## src/rtl/regfile_sb.sv

```systemverilog
// regfile_sb: decode-stage register file with a per-register scoreboard.
//
// Parameters: DATA_W data width, NREG registers (r0 reads 0), AW index width,
// NRD read ports, CNT_W pending-write counter width per register.
//
// Ports:
//   clk        clock; all state updates on the rising edge
//   flush      asynchronous active-high reset of storage and scoreboard
//   ra         read addresses, port i at [i*AW +: AW]
//   rd         read data, port i at [i*DATA_W +: DATA_W]
//   busy       port i source register has an uncommitted pending write
//   we/wa/wd   write port (enable, address, data) from the memory stage
//   wr_commit  retire one scoreboard entry for wa
//   iss_valid  decode requests a scoreboard entry for iss_reg
//   iss_reg    destination register of the issuing instruction
//   iss_ready  scoreboard can accept iss_reg this cycle
//   pend_any   some register has a nonzero pending count
module regfile_sb #(
   parameter int unsigned DATA_W = 32,
   parameter int unsigned NREG   = 32,
   parameter int unsigned AW     = 5,
   parameter int unsigned NRD    = 2,
   parameter int unsigned CNT_W  = 2
) (
   input  logic                  clk,
   input  logic                  flush,
   input  logic [NRD*AW-1:0]     ra,
   output logic [NRD*DATA_W-1:0] rd,
   output logic [NRD-1:0]        busy,
   input  logic                  we,
   input  logic [AW-1:0]         wa,
   input  logic [DATA_W-1:0]     wd,
   input  logic                  wr_commit,
   input  logic                  iss_valid,
   input  logic [AW-1:0]         iss_reg,
   output logic                  iss_ready,
   output logic                  pend_any
);

   localparam logic [CNT_W-1:0] CntMax = '1;
   localparam logic [CNT_W-1:0] CntOne = CNT_W'(1);

   // Index names a real, writable register (not r0, not past NREG).
   function automatic logic f_valid(input logic [AW-1:0] a);
      return (a != '0) && (32'(a) < NREG);
   endfunction

   logic [DATA_W-1:0] r_mem [NREG];
   logic [CNT_W-1:0]  r_cnt [NREG];

   logic              w_wa_ok;
   logic              w_iss_ok;
   logic [CNT_W-1:0]  w_cnt_wa;
   logic [CNT_W-1:0]  w_cnt_iss;
   logic              w_iss_fire;
   logic              w_cmt_fire;

   assign w_wa_ok   = f_valid(wa);
   assign w_iss_ok  = f_valid(iss_reg);
   assign w_cnt_wa  = w_wa_ok  ? r_cnt[wa]      : '0;
   assign w_cnt_iss = w_iss_ok ? r_cnt[iss_reg] : '0;

   assign iss_ready  = !(w_iss_ok && (w_cnt_iss == CntMax));
   assign w_iss_fire = iss_valid && iss_ready && w_iss_ok;
   // A commit against an empty counter is dropped so the count cannot wrap.
   assign w_cmt_fire = wr_commit && w_wa_ok && (w_cnt_wa != '0);

   // Read ports: combinational, with same-cycle write bypass.
   for (genvar g = 0; g < NRD; g++) begin : g_port
      logic [AW-1:0]     w_ra;
      logic              w_ok;
      logic [CNT_W-1:0]  w_cnt;
      logic [DATA_W-1:0] w_data;

      assign w_ra   = ra[g*AW +: AW];
      assign w_ok   = f_valid(w_ra);
      assign w_cnt  = w_ok ? r_cnt[w_ra] : '0;
      assign w_data = !w_ok                ? '0 :
                      (we && (wa == w_ra)) ? wd : r_mem[w_ra];
      // Bypass must not leak through while flush holds the file in reset.
      assign rd[g*DATA_W +: DATA_W] = flush ? '0 : w_data;
      // The last outstanding write committing now releases busy immediately,
      // matching the data the bypass is already presenting.
      assign busy[g] = (w_cnt != '0) &&
                       !(wr_commit && (wa == w_ra) && (w_cnt == CntOne));
   end

   // Storage
   always_ff @(posedge clk or posedge flush) begin
      if (flush) begin
         for (int r = 0; r < NREG; r++) begin
            r_mem[r] <= '0;
         end
      end else if (we && w_wa_ok) begin
         r_mem[wa] <= wd;
      end
   end

   // Scoreboard counters; r_cnt[0] stays at its reset value of 0.
   always_ff @(posedge clk or posedge flush) begin
      if (flush) begin
         for (int r = 0; r < NREG; r++) begin
            r_cnt[r] <= '0;
         end
      end else begin
         for (int r = 1; r < NREG; r++) begin
            if ((w_iss_fire && (iss_reg == AW'(r))) &&
                !(w_cmt_fire && (wa == AW'(r)))) begin
               r_cnt[r] <= r_cnt[r] + CntOne;
            end else if ((w_cmt_fire && (wa == AW'(r))) &&
                         !(w_iss_fire && (iss_reg == AW'(r)))) begin
               r_cnt[r] <= r_cnt[r] - CntOne;
            end
         end
      end
   end

   always_comb begin
      pend_any = 1'b0;
      for (int r = 1; r < NREG; r++) begin
         pend_any = pend_any | (r_cnt[r] != '0);
      end
   end

endmodule

```

## config.mk

```make
export PLATFORM = sky130hd
export DESIGN_NAME = regfile_sb
export DESIGN_NICKNAME = d
export VERILOG_FILES = /design/src/rtl/regfile_sb.sv
export SDC_FILE = /design/constraint.sdc
export NUM_CORES = 2
export LEC_CHECK = 0
export CAP_MARGIN = 20
export CORE_ASPECT_RATIO = 0.75
export CORE_UTILIZATION = 45
export DETAILED_ROUTE_END_ITERATION = 8
export PLACE_DENSITY = 0.59
export SLEW_MARGIN = 15
export SYNTH_ARGS = -nofsm -noshare
export SYNTH_HDL_FRONTEND = slang
export SYNTH_SLANG_ARGS = --single-unit
```

## constraint.sdc

```tcl
create_clock -name clk -period 69.1 [get_ports clk]
set_clock_uncertainty 0.1 [all_clocks]
set_input_delay 13.82 -clock clk [delete_from_list [all_inputs] [get_ports clk]]
set_output_delay 13.82 -clock clk [all_outputs]
set_load 0.1 [all_outputs]
```

==> results.toml <==
[detailed_routing]
via_per_inst = 6.72
wire_per_inst_um = 34.9
ant_nets = 0
drt_pass1_iterations = 5
drc = 0
wirelength_mm = 215
via_count = 41400
drt_iter0_drc = 4823

[synthesis]
yosys.area_share.simple_pct = 3.79
synth_top_family_by_area = "multiplexers"
async_flop_share_pct = 100
postSynthAreaPerCell_um2 = 13.9
synth-edff-count = 0
yosys_warnings = 2
synth_nets = 4501
synth_compound_area_share_pct = 5.48
seq_area_frac_synth_pct = 44.4
ys_types = 70
synth_mux_area_share_pct = 39.9
dominantRegCellSynth = "dfrtp_1"
synth_fa_ha_area_share_pct = 0.633
synth-seq-cells = 1086
synth_xor_area_share_pct = 1.47
syn-cell-area_mm2 = 0.0613
syn_inst = 4413

[clock_tree]
cts_buffer_depth = 3
cts_sinks = 1086
clkLatencyLatePin_ns = 0.74
post_cts_resized = 0
cts_max_level = 3
clock-root-buffer = "clkbuf_16"
cts_hold_buf = 0
post_cts_buffers = 0
cts_tree = "done"
numCtsBuffers = 112
path_clk_slew_ns = 0.06

[pwr]
p_per_area_mw_per_mm2 = 30.0
combPwrFrac_pct = 23.9
netSwitchingFraction_pct = 30.5
p_int_uw = 1410
p_switching_uw = 617
peakVddDrop_v = 0.0000244
p_leak_uw = 0.0291
clkPwrFrac_pct = 32.2
p_seq_share_pct = 43.9

[timing]
period_minus_slack_ns = 33.47
layout_setup_ws_ns = 35.63
period_share_pct = 48.4
grt_setup_unrepaired = "no"
whs_ns = 0.299
slew_violations = 0
tightest_slew_ns = 1.23
relSlewSlack_pct = 18.3
max_freq_ghz = 0.0299
report.final.hold_viol_count = 0
setup_violations = 0
tns_ns = 0

[worst_setup_path]
end_kind = "output port"
critPathLaunchType = "input port"
path_common_cell = "buf_4"
path_cells = "buf_8 -> buf_4 -> buf_4 -> buf_4 -> mux4_2 -> a22oi_1 -> nand2_1 -> a21oi_1 -> a21oi_1 -> clkdlybuf4s50_1"
cp_max_fo = 67
worst-path-buf-inv = 5
crit_arrival_ns = 19.55
path_class = "in2out"
slowest_delay_ns = 1.00
slowest_stage = "clkdlybuf4s50_1"
cp.required_ns = 55.18
critical_path.top_delay_family = "buffers and inverters"

[finish]
regArea_mm2 = 0.0272
drive_above_1_share_pct = 43.2
nets = 4389
fillers = 11400
fin_util_pct = 50.2
multiInputGateArea_mm2 = 0.0318
syn_to_final_growth_pct = 9.99

[floorplan]
initial_core_util_pct = 45.6
die_h_um = 322
die_w_um = 428
io_pins = 125
core_region_area_mm2 = 0.134
dieArea_mm2 = 0.138
row_count = 116

[placed_design]
pre_cts_ws_ns = 35.58
io_buffers = 124
place.gp.congestion = 0.848
dpl.hpwl_mm = 120

[worst_hold_path]
hold_path.class = "reg2reg"

[global_route]
grt_remaining_overflow = 0
antenna_found_initial = 10
grt_pass1_vias = 40700
grt_pass1_wl_mm = 309
grtUsageTotal_pct = 31.2
grt_max_degree = 187

[run]
maxCapViolCount = 0

[status]
status = "finished, final reports clean"
-- power by group through the flow --
stage          Combinational, uW  Clock (uW)  Sequential, uW
6_report                     483         652             888
5_1_grt                      514         687             906
4_1_cts                      482         660             883
3_5_place_dp                 480           0             894
3_3_place_gp                 473           0             890
2_1_floorplan                388           0             852
-- layout by cell type, fill, tap and decap left out, types with 70 or more instances in the layout --
master and n:
nand2_1 70, xor2_1 71, mux2_2 1078, mux2i_1 240, a21oi_1 72, o21ai_0 81
clkbuf_16 114, buf_4 116, mux4_2 419, nor2_1 134, dfrtp_1 1086, clkdlybuf4s50_1 113
a22oi_1 101
-- through the flow --
step	cell area [um2]	cells	total power [uW]
CTS	67300	6155	2020
global placement	63500	5951	1360
floorplan	61300	4413	1240
finish	67400	6162	2020
global route	67400	6160	2110
detailed placement	63500	5952	1370
-- routing by layer --
metal	wire [um]	global-route usage (%)	share of wire, %
met1	93600	45.6	43
met2	93400	45.5	43
met3	20700	7.96	9.6
met4	7590	10.0	3.5
met5	61	0	0.028
-- Yosys cell counts (all sizes together), types with 39 or more instances --
cell type	n	share of area, %
nor2	149	0.91
o22ai	56	0.57
a22o	40	0.57
buf	262	3.0
dfrtp	1086	44
nand3	39	0.32
nor3	48	0.41
a21oi	74	0.60
o21ai	82	0.68
nand2	86	0.53
mux2	1082	20
mux4	436	16
xor2	71	1.0
mux2i	240	3.9
a22oi	103	1.3
clkbuf	216	1.3
-- final cells by class --
type                       count  area share (%)
antenna                        2         0.00743
clock buffer                 159            4.78
clock inverter                44           0.938
inverter                       8          0.0557
multi-input combinational   2841            47.1
sequential                  1086            40.3
tap                         1770            3.29
timing repair buffer         252            3.46
-- sequential cells by signal (all words and copies together) (netlist names) --
register and cells:
r_cnt 62, r_mem 1024
-- path summary, 6_finish.rpt --
kind                              from     endpoint  slack (ns)  cells after the start
setup / recovery                 ra[5]       rd[51]       35.63                     10
hold / removal             r_mem[1007]  r_mem[1007]        0.30                      0
setup reg to reg             r_cnt[56]    r_cnt[47]       65.95                      9
hold reg to reg            r_mem[1007]  r_mem[1007]        0.30                      0
max in group asynchronous        flush    r_mem[61]       51.49                      6
min in group asynchronous        flush   r_mem[192]       13.71                      2
-- logic make-up (layout without fill, tap and decap cells) --
family                     Yosys count  in the layout
other                                0              2
and+or+nand+nor                    471            471
buffers and inverters              486            463
DFF                               1086           1086
adders and majority gates           31             31
AOI/OAI and AO/OA                  478            478
xor gates and xnor gates           103            103
muxes                             1758           1758
No activity file was read; power rests on OpenSTA's default activity.
